### src/rtl/mem_arbiter_if.sv
// Shared parameters/types plus the request/response bundle between the two
// cache ports, the arbiter and the memory side.
package params_pkg;
   localparam int ADDR_WIDTH = 32;
   typedef logic [1:0] access_size_t;
endpackage

interface mem_arbiter_if #(
   parameter int ADDR_WIDTH = params_pkg::ADDR_WIDTH,
   parameter int DATA_WIDTH = 128
);
   logic                       ic_req_valid_i;
   logic                       ic_req_ready_o;
   logic [ADDR_WIDTH-1:0]      ic_addr_i;
   params_pkg::access_size_t   ic_access_size_i;
   logic                       ic_rsp_valid_o;
   logic [DATA_WIDTH-1:0]      ic_rsp_data_o;

   logic                       dc_req_valid_i;
   logic                       dc_req_ready_o;
   logic                       dc_req_wr_i;
   logic [ADDR_WIDTH-1:0]      dc_addr_i;
   logic [DATA_WIDTH-1:0]      dc_wr_data_i;
   params_pkg::access_size_t   dc_access_size_i;
   logic                       dc_rsp_valid_o;
   logic [DATA_WIDTH-1:0]      dc_rsp_data_o;
   logic                       dc_wr_done_o;

   logic                       mem_rd_req_valid_o;
   logic                       mem_wr_req_valid_o;
   logic                       mem_req_is_instr_o;
   logic [ADDR_WIDTH-1:0]      mem_address_o;
   logic [DATA_WIDTH-1:0]      mem_wr_data_o;
   params_pkg::access_size_t   mem_access_size_o;
   logic                       mem_data_valid_i;
   logic                       mem_data_is_instr_i;
   logic [DATA_WIDTH-1:0]      mem_data_i;

   logic                       err_timeout_o;

   modport slave (
      input  ic_req_valid_i, ic_addr_i, ic_access_size_i,
      output ic_req_ready_o, ic_rsp_valid_o, ic_rsp_data_o,
      input  dc_req_valid_i, dc_req_wr_i, dc_addr_i, dc_wr_data_i, dc_access_size_i,
      output dc_req_ready_o, dc_rsp_valid_o, dc_rsp_data_o, dc_wr_done_o,
      output mem_rd_req_valid_o, mem_wr_req_valid_o, mem_req_is_instr_o,
      output mem_address_o, mem_wr_data_o, mem_access_size_o,
      input  mem_data_valid_i, mem_data_is_instr_i, mem_data_i,
      output err_timeout_o
   );

   modport master (
      output ic_req_valid_i, ic_addr_i, ic_access_size_i,
      input  ic_req_ready_o, ic_rsp_valid_o, ic_rsp_data_o,
      output dc_req_valid_i, dc_req_wr_i, dc_addr_i, dc_wr_data_i, dc_access_size_i,
      input  dc_req_ready_o, dc_rsp_valid_o, dc_rsp_data_o, dc_wr_done_o,
      input  mem_rd_req_valid_o, mem_wr_req_valid_o, mem_req_is_instr_o,
      input  mem_address_o, mem_wr_data_o, mem_access_size_o,
      output mem_data_valid_i, mem_data_is_instr_i, mem_data_i,
      input  err_timeout_o
   );
endinterface

### src/rtl/mem_arbiter.sv
// Round-robin arbiter between instruction and data cache ports onto a single
// memory channel, one outstanding transaction, with a read watchdog.
module mem_arbiter #(
   parameter int ADDR_WIDTH = params_pkg::ADDR_WIDTH,
   parameter int DATA_WIDTH = 128,
   parameter int WR_LATENCY = 5,
   parameter int RD_TIMEOUT = 16
) (
   input  logic          clk_i,
   input  logic          rst_i,
   mem_arbiter_if.slave  bus
);
   localparam int CNT_MAX = (WR_LATENCY > RD_TIMEOUT) ? WR_LATENCY : RD_TIMEOUT;
   localparam int CNT_W   = $clog2(CNT_MAX) + 1;

   localparam logic [2:0] IDLE    = 3'd0;
   localparam logic [2:0] ISSUE   = 3'd1;
   localparam logic [2:0] WAIT_RD = 3'd2;
   localparam logic [2:0] WAIT_WR = 3'd3;
   localparam logic [2:0] RESP    = 3'd4;

   logic [2:0]               state_q;
   logic [CNT_W-1:0]         cnt_q;
   logic                     last_dc_q;
   logic                     src_ic_q;
   logic                     wr_q;
   logic                     to_q;
   logic [ADDR_WIDTH-1:0]    addr_q;
   logic [DATA_WIDTH-1:0]    wdata_q;
   params_pkg::access_size_t size_q;
   logic [DATA_WIDTH-1:0]    ic_rdata_q;
   logic [DATA_WIDTH-1:0]    dc_rdata_q;

   logic gnt_ic, gnt_dc, in_idle, ic_acc, dc_acc, rd_match;

   // On a tie the port that did not win last time gets the grant.
   assign gnt_ic   = bus.ic_req_valid_i && (!bus.dc_req_valid_i || last_dc_q);
   assign gnt_dc   = bus.dc_req_valid_i && !gnt_ic;
   assign in_idle  = rst_i && (state_q == IDLE);
   assign ic_acc   = in_idle && gnt_ic;
   assign dc_acc   = in_idle && gnt_dc;
   assign rd_match = (state_q == WAIT_RD) && bus.mem_data_valid_i &&
                     (bus.mem_data_is_instr_i == src_ic_q);

   always_ff @(posedge clk_i or negedge rst_i) begin
      if (!rst_i) begin
         state_q    <= IDLE;
         cnt_q      <= '0;
         last_dc_q  <= 1'b1;
         src_ic_q   <= 1'b0;
         wr_q       <= 1'b0;
         to_q       <= 1'b0;
         addr_q     <= '0;
         wdata_q    <= '0;
         size_q     <= '0;
         ic_rdata_q <= '0;
         dc_rdata_q <= '0;
      end else begin
         case (state_q)
            IDLE: begin
               if (ic_acc || dc_acc) begin
                  src_ic_q  <= ic_acc;
                  last_dc_q <= dc_acc;
                  wr_q      <= dc_acc && bus.dc_req_wr_i;
                  to_q      <= 1'b0;
                  addr_q    <= ic_acc ? bus.ic_addr_i : bus.dc_addr_i;
                  size_q    <= ic_acc ? bus.ic_access_size_i : bus.dc_access_size_i;
                  if (dc_acc) wdata_q <= bus.dc_wr_data_i;
                  state_q   <= ISSUE;
               end
            end
            ISSUE: begin
               cnt_q   <= '0;
               state_q <= wr_q ? WAIT_WR : WAIT_RD;
            end
            WAIT_RD: begin
               cnt_q <= cnt_q + 1'b1;
               if (rd_match) begin
                  if (src_ic_q) ic_rdata_q <= bus.mem_data_i;
                  else          dc_rdata_q <= bus.mem_data_i;
                  state_q <= RESP;
               end else if (cnt_q == CNT_W'(RD_TIMEOUT - 1)) begin
                  // Watchdog expiry reuses RESP to emit the error pulse instead of a response.
                  to_q    <= 1'b1;
                  state_q <= RESP;
               end
            end
            WAIT_WR: begin
               cnt_q <= cnt_q + 1'b1;
               if (cnt_q == CNT_W'(WR_LATENCY - 1)) state_q <= RESP;
            end
            RESP:    state_q <= IDLE;
            default: state_q <= IDLE;
         endcase
      end
   end

   assign bus.ic_req_ready_o     = ic_acc;
   assign bus.dc_req_ready_o     = dc_acc;

   assign bus.mem_rd_req_valid_o = (state_q == ISSUE) && !wr_q;
   assign bus.mem_wr_req_valid_o = (state_q == ISSUE) && wr_q;
   assign bus.mem_req_is_instr_o = src_ic_q;
   assign bus.mem_address_o      = addr_q;
   assign bus.mem_wr_data_o      = wdata_q;
   assign bus.mem_access_size_o  = size_q;

   assign bus.ic_rsp_valid_o     = (state_q == RESP) && src_ic_q && !wr_q && !to_q;
   assign bus.dc_rsp_valid_o     = (state_q == RESP) && !src_ic_q && !wr_q && !to_q;
   assign bus.dc_wr_done_o       = (state_q == RESP) && wr_q;
   assign bus.err_timeout_o      = (state_q == RESP) && to_q;
   assign bus.ic_rsp_data_o      = ic_rdata_q;
   assign bus.dc_rsp_data_o      = dc_rdata_q;
endmodule

### src/flat_wrapper.sv
// flat-port wrapper written by rule: the top's interface ports become plain ports
module mem_arbiter_flat 
#(
   parameter int ADDR_WIDTH = params_pkg::ADDR_WIDTH,
   parameter int DATA_WIDTH = 128,
   parameter int WR_LATENCY = 5,
   parameter int RD_TIMEOUT = 16
)
  (clk_i, rst_i, bus_ic_req_valid_i, bus_ic_addr_i, bus_ic_access_size_i, bus_ic_req_ready_o, bus_ic_rsp_valid_o, bus_ic_rsp_data_o, bus_dc_req_valid_i, bus_dc_req_wr_i, bus_dc_addr_i, bus_dc_wr_data_i, bus_dc_access_size_i, bus_dc_req_ready_o, bus_dc_rsp_valid_o, bus_dc_rsp_data_o, bus_dc_wr_done_o, bus_mem_rd_req_valid_o, bus_mem_wr_req_valid_o, bus_mem_req_is_instr_o, bus_mem_address_o, bus_mem_wr_data_o, bus_mem_access_size_o, bus_mem_data_valid_i, bus_mem_data_is_instr_i, bus_mem_data_i, bus_err_timeout_o);
  mem_arbiter_if #(.ADDR_WIDTH(ADDR_WIDTH), .DATA_WIDTH(DATA_WIDTH)) bus_i ();
  input  logic clk_i;
  input  logic rst_i;
  input wire logic [$bits(bus_i.ic_req_valid_i)-1:0] bus_ic_req_valid_i;
  input wire logic [$bits(bus_i.ic_addr_i)-1:0] bus_ic_addr_i;
  input wire logic [$bits(bus_i.ic_access_size_i)-1:0] bus_ic_access_size_i;
  output wire logic [$bits(bus_i.ic_req_ready_o)-1:0] bus_ic_req_ready_o;
  output wire logic [$bits(bus_i.ic_rsp_valid_o)-1:0] bus_ic_rsp_valid_o;
  output wire logic [$bits(bus_i.ic_rsp_data_o)-1:0] bus_ic_rsp_data_o;
  input wire logic [$bits(bus_i.dc_req_valid_i)-1:0] bus_dc_req_valid_i;
  input wire logic [$bits(bus_i.dc_req_wr_i)-1:0] bus_dc_req_wr_i;
  input wire logic [$bits(bus_i.dc_addr_i)-1:0] bus_dc_addr_i;
  input wire logic [$bits(bus_i.dc_wr_data_i)-1:0] bus_dc_wr_data_i;
  input wire logic [$bits(bus_i.dc_access_size_i)-1:0] bus_dc_access_size_i;
  output wire logic [$bits(bus_i.dc_req_ready_o)-1:0] bus_dc_req_ready_o;
  output wire logic [$bits(bus_i.dc_rsp_valid_o)-1:0] bus_dc_rsp_valid_o;
  output wire logic [$bits(bus_i.dc_rsp_data_o)-1:0] bus_dc_rsp_data_o;
  output wire logic [$bits(bus_i.dc_wr_done_o)-1:0] bus_dc_wr_done_o;
  output wire logic [$bits(bus_i.mem_rd_req_valid_o)-1:0] bus_mem_rd_req_valid_o;
  output wire logic [$bits(bus_i.mem_wr_req_valid_o)-1:0] bus_mem_wr_req_valid_o;
  output wire logic [$bits(bus_i.mem_req_is_instr_o)-1:0] bus_mem_req_is_instr_o;
  output wire logic [$bits(bus_i.mem_address_o)-1:0] bus_mem_address_o;
  output wire logic [$bits(bus_i.mem_wr_data_o)-1:0] bus_mem_wr_data_o;
  output wire logic [$bits(bus_i.mem_access_size_o)-1:0] bus_mem_access_size_o;
  input wire logic [$bits(bus_i.mem_data_valid_i)-1:0] bus_mem_data_valid_i;
  input wire logic [$bits(bus_i.mem_data_is_instr_i)-1:0] bus_mem_data_is_instr_i;
  input wire logic [$bits(bus_i.mem_data_i)-1:0] bus_mem_data_i;
  output wire logic [$bits(bus_i.err_timeout_o)-1:0] bus_err_timeout_o;
  assign bus_i.ic_req_valid_i = bus_ic_req_valid_i;
  assign bus_i.ic_addr_i = bus_ic_addr_i;
  assign bus_i.ic_access_size_i = bus_ic_access_size_i;
  assign bus_ic_req_ready_o = bus_i.ic_req_ready_o;
  assign bus_ic_rsp_valid_o = bus_i.ic_rsp_valid_o;
  assign bus_ic_rsp_data_o = bus_i.ic_rsp_data_o;
  assign bus_i.dc_req_valid_i = bus_dc_req_valid_i;
  assign bus_i.dc_req_wr_i = bus_dc_req_wr_i;
  assign bus_i.dc_addr_i = bus_dc_addr_i;
  assign bus_i.dc_wr_data_i = bus_dc_wr_data_i;
  assign bus_i.dc_access_size_i = bus_dc_access_size_i;
  assign bus_dc_req_ready_o = bus_i.dc_req_ready_o;
  assign bus_dc_rsp_valid_o = bus_i.dc_rsp_valid_o;
  assign bus_dc_rsp_data_o = bus_i.dc_rsp_data_o;
  assign bus_dc_wr_done_o = bus_i.dc_wr_done_o;
  assign bus_mem_rd_req_valid_o = bus_i.mem_rd_req_valid_o;
  assign bus_mem_wr_req_valid_o = bus_i.mem_wr_req_valid_o;
  assign bus_mem_req_is_instr_o = bus_i.mem_req_is_instr_o;
  assign bus_mem_address_o = bus_i.mem_address_o;
  assign bus_mem_wr_data_o = bus_i.mem_wr_data_o;
  assign bus_mem_access_size_o = bus_i.mem_access_size_o;
  assign bus_i.mem_data_valid_i = bus_mem_data_valid_i;
  assign bus_i.mem_data_is_instr_i = bus_mem_data_is_instr_i;
  assign bus_i.mem_data_i = bus_mem_data_i;
  assign bus_err_timeout_o = bus_i.err_timeout_o;
  mem_arbiter #(.ADDR_WIDTH(ADDR_WIDTH), .DATA_WIDTH(DATA_WIDTH), .WR_LATENCY(WR_LATENCY), .RD_TIMEOUT(RD_TIMEOUT)) u_core (.clk_i(clk_i), .rst_i(rst_i), .bus(bus_i));
endmodule
### config.mk
export PLATFORM = sky130hd
export DESIGN_NAME = mem_arbiter_flat
export DESIGN_NICKNAME = d
export VERILOG_FILES = /design/src/rtl/mem_arbiter_if.sv /design/src/rtl/mem_arbiter.sv /design/src/flat_wrapper.sv
export SDC_FILE = /design/constraint.sdc
export NUM_CORES = 1
export LEC_CHECK = 0
export CORE_AREA = 2 2 293 295
export DETAILED_ROUTE_END_ITERATION = 8
export DIE_AREA = 0 0 295 297
export GPL_TIMING_DRIVEN = 0
export PLACE_DENSITY_LB_ADDON = 0.1
export SLEW_MARGIN = 20
export SYNTH_ARGS = -nofsm -noshare
export SYNTH_HDL_FRONTEND = slang
export SYNTH_SLANG_ARGS = --single-unit
### constraint.sdc
create_clock -name clk_i -period 1.9 [get_ports clk_i]
set_input_delay 0.38 -clock clk_i [delete_from_list [all_inputs] [get_ports clk_i]]
set_output_delay 0.38 -clock clk_i [all_outputs]
set_load 0.01 [all_outputs]
Word-level counts from Yosys, hierarchy flattened
Cells that the tools add are included.
Cells by class
  reduce and logical (&&, ||, !) cells: 35
  muxes and demuxes: 13
  equal/unequal tests: 12
  add/sub/neg operators: 1
  bitwise operators: 1
Operators with widths (number)
  32-bit two-way mux: 1
  1-bit logical AND: 18
  3-bit two-way mux: 4
  3-bit case mux with 4 select lines: 1
  3-bit AND reduction: 4
  5-bit case mux with 2 select lines: 1
  3-bit by 2-bit == test with 1-bit output (second input constant): 2
  2-bit inequality test (second input constant): 3
  5-bit by 1-bit adder with 5-bit output (second input constant): 1
  5-bit by 3-bit == test with 1-bit output (second input constant): 1
  5-bit by 4-bit == test with 1-bit output (second input constant): 1
  1-bit logical NOT: 5
  1-bit two-way mux: 4
  4-bit AND reduction: 1
  2-bit nonzero test: 2
  3-bit by 1-bit == test with 1-bit output (second input constant): 1
  3-bit == test (second input constant): 1
  3-bit logical NOT: 1
  3-bit by 2-bit inequality test with 1-bit output (second input constant): 1
  1-bit logical OR: 2
  2-bit two-way mux: 1
  2-bit by 1-bit inequality test with 1-bit output (second input constant): 1
  1-bit case mux with 2 select lines: 1
  2-bit AND reduction: 1
  3 further kinds: 3
Storage, ports and cells
  output and inout port bits: 427
  logic and storage cells: 73
  bits in registers: 430

Depth between registers and ports, before layout
Gate-level depths: netlist of run 1.
  word-level depth: 9
  depth in mapped cells: 6

Least setup slack after synthesis of run 1
Ideal clock, no wire load.
  kind: register to register
  start: register u_core.state_q[1]
  end: register u_core.wdata_q[100], in the netlist u_core.bus.mem_wr_data_o[100]
  buffers on the path: 3
  path slack: -0.145 ns
  stages on the path, launching flop included: 7
  library setup time: 0.127 ns
  arrival: 1.917 ns
  data required time: 1.773 ns
  path through: dfrtp_1 -> or4b_1 -> clkbuf_1 -> nor3_2 -> buf_4 -> buf_6 -> mux2_1
Between the ends
  word-level cells in the longest chain between the ends: 5
RTL lines
  start, declared: RTL line mem_arbiter.sv:22  | logic [2:0] state_q;
  start signal, assigned: RTL line mem_arbiter.sv:74  | state_q <= wr_q ? WAIT_WR : WAIT_RD;
  3-bit logical NOT (*): RTL line mem_arbiter.sv:39, mem_arbiter.sv:59
  1-bit logical AND: RTL line mem_arbiter.sv:39  | assign in_idle = rst_i && (state_q == IDLE);
  1-bit logical AND, on equally long branches: RTL line mem_arbiter.sv:40, mem_arbiter.sv:41
  1-bit logical OR: RTL line mem_arbiter.sv:61  | if (ic_acc || dc_acc) begin
  3-bit AND reduction (no source line) (*)
  end signal, assigned: RTL line mem_arbiter.sv:68  | if (dc_acc) wdata_q <= bus.dc_wr_data_i;
  end, declared: RTL line mem_arbiter.sv:29  | logic [DATA_WIDTH-1:0] wdata_q;
Every way passes the cells marked *; elsewhere a longest branch is shown, timed or not.
A chain may end at the register's enable or synchronous reset.

Worst setup path after layout of run 1
  start: register u_core.state_q[2]
  end: output port bus_dc_req_ready_o
Between the ends
  word-level cells in the longest chain between the ends: 3
RTL lines
  3-bit logical NOT: RTL line mem_arbiter.sv:39
  1-bit logical AND: RTL line mem_arbiter.sv:39
  1-bit logical AND: RTL line mem_arbiter.sv:41  | assign dc_acc = in_idle && gnt_dc;
  end, declared: RTL line flat_wrapper.sv:24  | output wire logic [$bits(bus_i.dc_req_ready_o)-1:0] bus_dc_req_ready_o;
Every way passes these cells.

==> results of run 1 <==
[final cells by class]
| class | instances | area (um^2) |
|---|---|---|
| buffer | 59 | 623 |
| clock inverter | 16 | 176 |
| multi-input combinational | 542 | 6120 |
| inverter | 7 | 26.3 |
| antenna | 13 | 32.5 |
| fill | 8244 | 55200 |
| clock buffer | 79 | 1610 |
| sequential | 430 | 10800 |
| timing repair buffer | 809 | 8510 |
| tap | 1144 | 1430 |
[cells in the final DEF (no fill, tap or decap), drive strengths merged, types with 2 or more instances in the layout]
| master | instances |
|---|---|
| dfrtp | 429 |
| nor4b | 2 |
| dlymetal6s2s | 7 |
| o21ai | 2 |
| a2111oi | 2 |
| diode | 13 |
| a2bb2oi | 34 |
| nand2b | 36 |
| nand3 | 3 |
| o32ai | 34 |
| inv | 8 |
| clkbuf | 106 |
| and3 | 4 |
| ha | 3 |
| buf | 92 |
| nor2 | 8 |
| a21oi | 3 |
| mux2 | 385 |
| nor3b | 3 |
| clkinv | 11 |
| bufinv | 3 |
| nand2 | 5 |
| clkdlybuf4s50 | 740 |
[stage by stage]
step / worst slack (ps) / cell area (um^2) / power [mW]
after global placement: -20310 / 25700 / 35.6
after detailed placement: -1830 / 25800 / 35.7
after CTS: -684 / 29100 / 48.5
after floorplan: -101 / 16700 / 22.9
after global routing: -666 / 29300 / 50.5
final: -578 / 29300 / 47.9
[worst register-to-register path, delay by kind of cell, from the launching register on]
kind	cells	cell delay, ps
buffers and inverters	6	870
and+or+nand+nor	2	690
DFF	1	380
muxes	1	300
[final timing paths]
| kind | from | to | slack [ps] | cells after the start |
|---|---|---|---|---|
| hold reg to reg | u_core.bus.dc_rsp_data_o[122] | u_core.bus.dc_rsp_data_o[122] | 500 | 1 |
| setup / recovery | u_core.state_q[2] | bus_dc_req_ready_o | -580 | 5 |
| setup reg to reg | u_core.state_q[2] | u_core.bus.mem_wr_data_o[40] | -490 | 9 |
| min in group clk_i | bus_dc_req_wr_i | u_core.wr_q | 360 | 2 |
| max in group asynchronous | rst_i | u_core.bus.mem_wr_data_o[9] | 770 | 4 |
| hold / removal | rst_i | u_core.bus.mem_wr_data_o[101] | -130 | 2 |
[cell families after synthesis]
group / share of synthesized area [%]
AO/OA/AOI/OAI: 4.29
XOR/XNOR: 0.0526
adder cells (fa/ha/maj): 0.225
buffers and inverters: 2.26
flip-flops: 64.6
multiplexers: 26.0
AND/OR/NAND/NOR: 2.56
[power by group through the flow]
stage / Combinational [mW] / Sequential, mW / Clock [mW]
final: 21.5 / 15.9 / 10.4
after global routing: 22.7 / 16.5 / 11.2
after CTS: 21.7 / 15.9 / 10.8
after detailed placement: 19.7 / 15.9 / 0
after global placement: 19.7 / 15.9 / 0
after floorplan: 5.09 / 17.8 / 0
[flip-flops by register name, summed over array words and instances, names as in the netlist]
signal                         flops
u_core.bus.ic_rsp_data_o         128
u_core.bus.mem_address_o          32
u_core.last_dc_q                   1
u_core.bus.dc_rsp_data_o         128
u_core.bus.mem_req_is_instr_o      1
u_core.to_q                        1
u_core.bus.mem_wr_data_o         128
u_core.state_q                     3
u_core.bus.mem_access_size_o       2
u_core.cnt_q                       5
u_core.wr_q                        1
[layer usage]
metal	share of wire [%]	track usage (%)
met2	53	28.6
met1	36	16.6
met5	0.099	0
met4	2.5	5.48
met3	8.9	6.10
[timing repair]
item,in CTS,in global routing
setup endpoints to repair,834,841
pin swaps,3,11
buffers inserted,24,13
hold endpoints to repair,33,194
gates cloned,11,3
gates resized for setup,282,120
==> metrics.md, run 1 <==
| Metric | Value |
|---|---|
| Most common cell in the synthesized netlist | dfrtp_1 |
| Largest net degree at the start of global routing | 82 |
| RSZ-0062 raised after global routing | yes |
| P_leak | 12.3 nW |
| Outcome | finished with violations |
| Port bufs | 757 |
| Routed Wire Length | 70700 um |
| Routed via count | 12400 |
| Initial Util | 19.7% |
| Initial antenna violation count | 18 |
| DP Cell Count | 2952 |
| Clock power frac | 21.8% |
| Cell Rows | 107 |
| Inserted Clock Buffers | 54 |
| Fin crit share | 130% |
| Fin crit period | 2480 ps |
| Top cell by count, worst path | buf_6 |
| Max cap viols | 0 |
| NetSw | 14.9 mW |
| Kind of path behind the tightest hold check | primary input to asynchronous set/reset pin |
| WP buf/inv | 3 |
| Logic pwr share | 44.9% |
| Internal | 33.0 mW |
| I/O pin total | 758 |
| Post-CTS Hold Buffers | 4 |
| Hold WS | -135 ps |
| CTS tree | done |
| Non-Filler Instances | 3099 |
| Routability cong. | 0.760 |
| Post-synthesis cell count | 1046 |
| Worst slew margin | 55.8% |
| Core ar. | 84500 um^2 |
| Critical Path RT | 1520 ps |
| DR iter-0 viols | 397 |
| Final core occ | 34.7% |
| Final setup vio count | 390 |
| Sum Neg Setup Slack | -63710 ps |
| Ys flop type | dfrtp_1 |
| Post-synth cell types | 43 |
| Clock slew at reported path FFs | 60 ps |
| CP max stage cell | or4b_1 |
| Synth top area share | 64.4% |
| Clk sink count | 430 |
| CP top delay family | simple AND/OR/NAND/NOR gates |
| Worst Slack Setup Final | -578 ps |
| Layout cells sized above 1 | 30.8% |
| PD cells | 1630 nW/um^2 |
| DP Wirelength | 52600 um |
| Clk buf depth | 3 |
| Antenna-violating nets left | 0 |
| Failing checks | negative hold slack, negative setup slack |
| Synth area leader | dfrtp_1 |
| Max H-tree Level | 2 |
| EDFF count, synth | 0 |
| Clock latency at the later pin of the worst-skew pair | 600 ps |
| Drt pass-1 iters | 6 |
| Maximum vdd drop | 740 uV |
| Area growth syn-to-layout | 75.8% |
| Top post-synthesis cells by area | dfrtp_1 (64%), mux2_2 (20%), mux2_1 (6.1%), a2bb2oi_1 (1.8%), o32ai_1 (1.8%) |
| Clk_skew | 16.7 ps |
| Final #Nets | 2237 |
| Synth top cells by count | dfrtp_1 (429), mux2_2 (295), mux2_1 (90) |
| Number of global-route vias before repair | 13800 |
| Crit path cell chain | or4b_1, clkbuf_8, nor3_4, buf_6, buf_6 |
| Max frequency | 404 MHz |
| Post-synthesis sequential area ratio | 64.6% |
| Via density per instance | 4.00 |
| Max Slew Vio Count | 0 |
| Worst Path Max Fanout | 3 |
| Tot GR Track Use | 15.8% |
| Drt drc | 0 |
| Final hold vios | 194 |
| Total Die Area | 87600 um^2 |
| Sequential share of power | 33.3% |
| Mapped Nets | 1380 |
| Yosys warning count | 0 |
| Root Driver | clkbuf_16 |
| Least-Margin Pin Slew | 660 ps |
| Switching Share | 31.1% |
| Critical path endpoint category | output port |
| CP max stage delay | 540 ps |
| Remaining Overflow, GRT | 0 |
| Setup CP Type | flip-flop to output port |
| Post-DR wirelength/cell | 22.8 um |
| Mapped Avg Cell Area | 15.9 um^2 |
| Startpoint Class | flip-flop |
| Die width | 295 um |
| #FFs+latches synth | 430 |
| Synth Cell Area | 16700 um^2 |
| First-pass GRT wire length | 101000 um |
| Fraction of registers with async set/reset | 100% |
| Chip Height | 297 um |
| Worst Path Arrival | 2100 ps |
Note: power is estimated with default switching activity, not from simulation.
==> run 2, diff against run 1 <==
--- a/config.mk
+++ b/config.mk
@@ -5,9 +5,12 @@
 export SDC_FILE = /design/constraint.sdc
 export NUM_CORES = 1
 export LEC_CHECK = 0
-export CORE_AREA = 2 2 293 295
+export ABC_CLOCK_PERIOD_IN_PS = 1900
+export CELL_PAD_IN_SITES_DETAIL_PLACEMENT = 1
+export CELL_PAD_IN_SITES_GLOBAL_PLACEMENT = 2
+export CORE_AREA = 2 2 291 293
 export DETAILED_ROUTE_END_ITERATION = 8
-export DIE_AREA = 0 0 295 297
+export DIE_AREA = 0 0 293 295
 export GPL_TIMING_DRIVEN = 0
 export PLACE_DENSITY_LB_ADDON = 0.1
 export SLEW_MARGIN = 20
==> run 2 against run 1 <==
The run still ends with negative hold slack, negative setup slack left. Cell area up 8.0%. Utilization up 3.4 points. Fmax up 1.9%. Non-clock buffer count up 43. Critical path depth down 1. Largest cell class is now buffers. Routed wire length up 11%.
==> metrics.md, run 2 (same netlist as run 1, synthesis figures left out) <==
| Metric | Value |
|---|---|
| RSZ-0062 raised after global routing | yes (unchanged) |
| First-pass GRT wire length | 102000 um (was 101000 um) |
| Maximum vdd drop | 726 uV (was 740 uV) |
| Tot GR Track Use | 16.2% (was 15.8%) |
| Max frequency | 411 MHz (was 404 MHz) |
| Final #Nets | 2281 (was 2237) |
| # fillers | 8384 (was 8244) |
| Max Slew Vio Count | 0 (unchanged) |
| Startpoint Class | flip-flop (unchanged) |
| Worst Slack Setup Final | -532 ps (was -578 ps) |
| Routed via count | 12800 (was 12400) |
| Clock latency at the later pin of the worst-skew pair | 620 ps (was 600 ps) |
| Met1 usage | 16.4% (was 16.6%) |
| Critical path endpoint category | output port (unchanged) |
| Final setup vio count | 415 (was 390) |
| Non-Filler Instances | 3080 (was 3099) |
| Fin crit share | 128% (was 130%) |
| Final instance area | 31600 um^2 (was 29300 um^2) |
| P_leak | 16.7 nW (was 12.3 nW) |
| DR iter-0 viols | 223 (was 397) |
| Final hold vios | 189 (was 194) |
| Clock slew at reported path FFs | 60 ps (about the same) |
| Setup CP Type | flip-flop to output port (unchanged) |
| Layout cells sized above 1 | 33.6% (was 30.8%) |
| Via density per instance | 4.15 (was 4.00) |
| Most frequent cells in the layout | dfrtp_1 (427), clkdlybuf4s50_1 (411), dlymetal6s2s_1 (337) (was clkdlybuf4s50_1 (740), dfrtp_1 (429), mux2_2 (257)) |
| Inserted Clock Buffers | 55 (was 54) |
| Grt met2 use | 30.1% (was 28.6%) |
| PD cells | 1570 nW/um^2 (was 1630 nW/um^2) |
| Worst slew margin | 39.3% (was 55.8%) |
| Root Driver | clkbuf_16 (unchanged) |
| Busiest grt layer | met2 (unchanged) |
| Routed Wire Length | 78600 um (was 70700 um) |
| Critical Path RT | 1520 ps (about the same) |
| Worst Path Arrival | 2050 ps (was 2100 ps) |
| Largest net degree at the start of global routing | 81 (was 82) |
| Drt pass-1 iters | 4 (was 6) |
| Total Die Area | 86400 um^2 (was 87600 um^2) |
| Clk sink count | 430 (unchanged) |
| Remaining Overflow, GRT | 0 (unchanged) |
| Final core occ | 38.0% (was 34.7%) |
| Power Total | 49.7 mW (was 47.9 mW) |
| DP Cell Count | 2888 (was 2952) |
| Port bufs | 757 (unchanged) |
| Least-Margin Pin Slew | 908 ps (was 660 ps) |
| CTS tree | done (unchanged) |
| I/O pin total | 758 (unchanged) |
| Chip Height | 295 um (was 297 um) |
| Die width | 293 um (was 295 um) |
| Initial Util | 20.0% (was 19.7%) |
| Kind of path behind the tightest hold check | primary input to asynchronous set/reset pin (unchanged) |
| Cell Rows | 106 (was 107) |
| Dpl cell area | 25700 um^2 (was 25800 um^2) |
| Number of global-route vias before repair | 14100 (was 13800) |
| Clk buf depth | 3 (unchanged) |
| Initial antenna violation count | 15 (was 18) |
| Max cap viols | 0 (unchanged) |
| Worst Path Max Fanout | 4 (was 3) |
| Hold WS | -103 ps (was -135 ps) |
| Routability cong. | 0.761 (was 0.760) |
| Met3 Use GR | 6.55% (was 6.10%) |
| Max H-tree Level | 2 (unchanged) |
| Area growth syn-to-layout | 89.7% (was 75.8%) |
| Clk_skew | 29.6 ps (was 16.7 ps) |
| Fin crit period | 2430 ps (was 2480 ps) |
| Post-DR wirelength/cell | 25.5 um (was 22.8 um) |
| Antenna-violating nets left | 0 (unchanged) |
| Core ar. | 83200 um^2 (was 84500 um^2) |
| DP Wirelength | 55000 um (was 52600 um) |
| Most common cell after layout, fill and taps aside | dfrtp_1 (was clkdlybuf4s50_1) |
| Failing checks | negative hold slack, negative setup slack (unchanged) |
| Drt drc | 0 (unchanged) |
| Outcome | finished with violations (unchanged) |
## run 2: cell types whose count changed in the layout (fill, tap and decap cells not counted), sizes merged
| cell | before | now |
|---|---|---|
| buf | 92 | 104 |
| bufinv | 3 | 4 |
| clkbuf | 106 | 144 |
| clkdlybuf4s50 | 740 | 411 |
| clkinv | 11 | 6 |
| diode | 13 | 9 |
| dlygate4sd3 | 1 | 2 |
| dlymetal6s2s | 7 | 337 |
| inv | 8 | 9 |
## run 2: critical path, cell delays in order (launching register included)
cell     delay (ps)
dfrtp_2         440
or4b_4          520
buf_4           170
nor3b_2         140
buf_4           160
## run 2: what timing repair did
action                     in CTS  in global routing
gates resized for setup       120                733
hold buffers                    2                  5
setup endpoints to repair     836                833
buffers inserted               10                 28
gates cloned                    1                 40
hold endpoints to repair       58                224
pin swaps                       6                  5
## run 2: final cells by class
type                            count  area (um^2)  share of cell area (%)
Sequential cell                   430        10800                    34.0
Timing Repair Buffer              848        10100                    32.0
Clock buffer                       88         1690                    5.35
Clock inverter                     13          226                   0.716
Inverter                            7         26.3                  0.0831
Multi-Input combinational cell    542         6520                    20.6
Tap cell                         1080         1350                    4.27
Antenna cell                        9         22.5                  0.0712
Buffer                             63          895                    2.83
## run 2: worst paths after layout
check                                                    end                         start  cells after the start  slack, ps
worst max register to register  u_core.bus.mem_wr_data_o[31]             u_core.state_q[0]                      8       -490
worst min register to register  u_core.bus.dc_rsp_data_o[48]  u_core.bus.dc_rsp_data_o[48]                      1        500
min in group clk_i                               u_core.wr_q               bus_dc_req_wr_i                      2        330
max in group asynchronous        u_core.bus.dc_rsp_data_o[7]                         rst_i                      5        490
worst min-delay path            u_core.bus.dc_rsp_data_o[68]                         rst_i                      3       -100
worst max-delay path                      bus_ic_req_ready_o             u_core.state_q[0]                      4       -530
## run 2: per-stage QoR
stage	setup slack [ps]	TNS, ps
6_report	-532	-88210
3_3_place_gp	-20690	-
3_5_place_dp	-1960	-499220
2_1_floorplan	-101	-10910
4_1_cts	-754	-147840
5_1_grt	-644	-126690
## run 2: report_power, final
| part | internal [mW] | switching (mW) | leakage, nW |
|---|---|---|---|
| sequential | 13.7 | 2.43 | 5.24 |
| clock | 6.65 | 4.37 | 0.939 |
| combinational | 13.6 | 9.00 | 10.5 |
| total | 33.9 | 15.8 | 16.7 |
## run 2: routing by layer
layer	up-vias	part of all wire, %
li1	5621	-
met1	6593	35
met2	428	53
met3	123	8.3
met4	14	3.1
met5	-	0.094
==> run 3, diff against run 2 <==
--- a/config.mk
+++ b/config.mk
@@ -13,6 +13,7 @@
 export DIE_AREA = 0 0 293 295
 export GPL_TIMING_DRIVEN = 0
 export PLACE_DENSITY_LB_ADDON = 0.1
+export REMOVE_ABC_BUFFERS = 1
 export SLEW_MARGIN = 20
 export SYNTH_ARGS = -nofsm -noshare
 export SYNTH_HDL_FRONTEND = slang
==> run 3 against run 2 <==
The flow still finishes with violations (negative hold slack, negative setup slack). Clock skew grew 8.3 ps. Critical path type unchanged. Largest power group unchanged. Count of clock-buffer cells in the layout fell by 6. Hold slack got worse by 280 ps. Largest cell class is now flip-flops and latches. Final cell count shrank 0.42%. Global-route usage is 0.59 points higher. Via count about the same.
==> metrics.md, run 3 (same netlist as run 1, synthesis figures left out) <==
| Metric | Value |
|---|---|
| Least-Margin Pin Slew | 681 ps (was 908 ps) |
| Antenna-violating nets left | 0 (unchanged) |
| Worst path depth | 6 (was 4) |
| Worst slew margin | 54.5% (was 39.3%) |
| DP Wirelength | 52800 um (was 55000 um) |
| FF-to-FF End | u_core.bus.mem_wr_data_o[126] (was u_core.bus.mem_wr_data_o[31]) |
| Clock latency at the later pin of the worst-skew pair | 610 ps (was 620 ps) |
| Critical path endpoint category | output port (unchanged) |
| Non-Filler Instances | 3067 (was 3080) |
| Initial antenna violation count | 17 (was 15) |
| Power Total | 49.2 mW (was 49.7 mW) |
| Max Slew Vio Count | 0 (unchanged) |
| Clk sink count | 430 (unchanged) |
| Setup CP Type | flip-flop to output port (unchanged) |
| DP Cell Count | 2846 (was 2888) |
| First-pass GRT wire length | 106000 um (was 102000 um) |
| Fin crit share | 136% (was 128%) |
| Remaining Overflow, GRT | 0 (unchanged) |
| Clk_skew | 38.0 ps (was 29.6 ps) |
| Final hold vios | 74 (was 189) |
| Outcome | finished with violations (unchanged) |
| Chip Height | 295 um (unchanged) |
| Routed Wire Length | 78500 um (was 78600 um) |
| Routability cong. | 0.757 (was 0.761) |
| Drt drc | 0 (unchanged) |
| Crit path cell chain | or4b_4, nor3_4, buf_8, buf_12, buf_12, buf_6 (was or4b_4, buf_4, nor3b_2, buf_4) |
| Sum Neg Setup Slack | -97980 ps (was -88210 ps) |
| Die width | 293 um (unchanged) |
| Total Die Area | 86400 um^2 (unchanged) |
| WP buf/inv | 4 (was 2) |
| CP top delay family | simple AND/OR/NAND/NOR gates (unchanged) |
| Clock slew at reported path FFs | 60 ps (about the same) |
| Maximum vdd drop | 706 uV (was 726 uV) |
| Max cap viols | 0 (unchanged) |
| Most frequent cells in the layout | clkdlybuf4s50_1 (746), dfrtp_1 (425), mux2_2 (234) (was dfrtp_1 (427), clkdlybuf4s50_1 (411), dlymetal6s2s_1 (337)) |
| Number of global-route vias before repair | 14200 (was 14100) |
| Worst Path Arrival | 2200 ps (was 2050 ps) |
| DR iter-0 viols | 283 (was 223) |
| P_leak | 12.8 nW (was 16.7 nW) |
| Kind of path behind the tightest hold check | primary input to asynchronous set/reset pin (unchanged) |
| Tot GR Track Use | 16.8% (was 16.2%) |
| Port bufs | 757 (unchanged) |
| Post-DR wirelength/cell | 25.6 um (was 25.5 um) |
| RSZ-0062 raised after global routing | yes (unchanged) |
| CP max stage cell | or4b_4 (unchanged) |
| Hold WS | -379 ps (was -103 ps) |
| Core ar. | 83200 um^2 (unchanged) |
| Area growth syn-to-layout | 82.4% (was 89.7%) |
| Worst Slack Setup Final | -678 ps (was -532 ps) |
| Max H-tree Level | 2 (unchanged) |
| Final setup vio count | 618 (was 415) |
| CTS tree | done (unchanged) |
| Critical Path RT | 1520 ps (about the same) |
| R2R Path Start | u_core.state_q[2] (was u_core.state_q[0]) |
| Inserted Clock Buffers | 55 (unchanged) |
| Cell Rows | 106 (unchanged) |
| Worst Path Max Fanout | 6 (was 4) |
| Reg2reg path depth | 10 (was 8) |
| Largest net degree at the start of global routing | 92 (was 81) |
| Via density per instance | 4.17 (was 4.15) |
| Root Driver | clkbuf_16 (unchanged) |
| Startpoint Class | flip-flop (unchanged) |
| I/O pin total | 758 (unchanged) |
| Max frequency | 388 MHz (was 411 MHz) |
| Crit. Startpoint | u_core.state_q[2] (was u_core.state_q[0]) |
| Layout cells sized above 1 | 32.0% (was 33.6%) |
| Routed via count | 12800 (about the same) |
| Crit path to | bus_dc_req_ready_o (was bus_ic_req_ready_o) |
| Fin crit period | 2580 ps (was 2430 ps) |
| PD cells | 1620 nW/um^2 (was 1570 nW/um^2) |
| Clk buf depth | 3 (unchanged) |
| Final #Nets | 2276 (was 2281) |
| Initial Util | 20.0% (unchanged) |
| Drt pass-1 iters | 4 (unchanged) |
| CP max stage delay | 560 ps (was 520 ps) |
| Failing checks | negative hold slack, negative setup slack (unchanged) |
| Top cell by count, worst path | buf_12 (was buf_4) |
| Most common cell after layout, fill and taps aside | clkdlybuf4s50_1 (was dfrtp_1) |
| R2R Setup Slk | -650 ps (was -490 ps) |
-- run 3: cell count changes in the layout (fill, tap and decap cells not counted), moves of 12 or more --
| cell | change |
|---|---|
| bufbuf_16 | +12 |
| clkbuf_16 | -21 |
| buf_16 | +13 |
| mux2_1 | +39 |
| clkdlybuf4s50_1 | +335 |
| dlymetal6s2s_1 | -337 |
| mux2_4 | -80 |
| mux2_2 | +41 |
-- run 3: metrics by stage --
step	cell area (um^2)	hold slack (ps)	utilization, %	setup slack (ps)
floorplan	16300	84.4	-	-5230
global placement	25200	467	30.4	-26710
detailed placement	25900	284	31.1	-2800
CTS	28800	-441	34.7	-736
global route	30400	-433	36.5	-770
finish	30400	-379	36.5	-678
-- run 3: area by class of cell --
type | instances | area, um^2
tap | 1080 | 1350
antenna | 7 | 17.5
sequential | 430 | 10800
timing repair buffer | 905 | 10200
multi-input combinational | 543 | 6230
clock inverter | 13 | 115
inverter | 7 | 31.3
fill | 8560 | 52800
clock buffer | 82 | 1630
-- run 3: repair_timing --
action                                 CTS  global route
hold buffers                             6             2
setup buffers                           28            42
setup endpoints to repair              834           829
endpoints found under the hold margin  173            97
gates resized for setup                105           182
pin swaps                                4             6
cloned                                  21            22
-- run 3: routing by layer --
| metal | share of wire, % | vias to the layer above | global-route usage (%) |
|---|---|---|---|
| li1 | - | 5602 | - |
| met1 | 36 | 6589 | 17.9 |
| met2 | 52 | 487 | 29.9 |
| met3 | 10 | 90 | 7.75 |
| met4 | 1.9 | 20 | 4.47 |
| met5 | 0.17 | - | 0.554 |
-- run 3: worst min-delay path by stage --
stage                                            start                       endpoint  slack, ps
final                                            rst_i   u_core.bus.mem_wr_data_o[39]       -380
after global placement    u_core.bus.mem_wr_data_o[66]   u_core.bus.mem_wr_data_o[66]        470
after global routing                             rst_i   u_core.bus.mem_wr_data_o[39]       -430
after floorplan                                  rst_i    u_core.bus.dc_rsp_data_o[0]         80
after CTS                                        rst_i  u_core.bus.mem_wr_data_o[126]       -440
after detailed placement                         rst_i    u_core.bus.ic_rsp_data_o[3]        280
-- run 3: power by group --
| group | internal, mW | switching (mW) | total, mW |
|---|---|---|---|
| registers | 13.7 | 2.52 | 16.2 |
| logic | 13.9 | 8.90 | 22.8 |
| clock network | 6.00 | 4.23 | 10.2 |
| total | 33.6 | 15.7 | 49.2 |
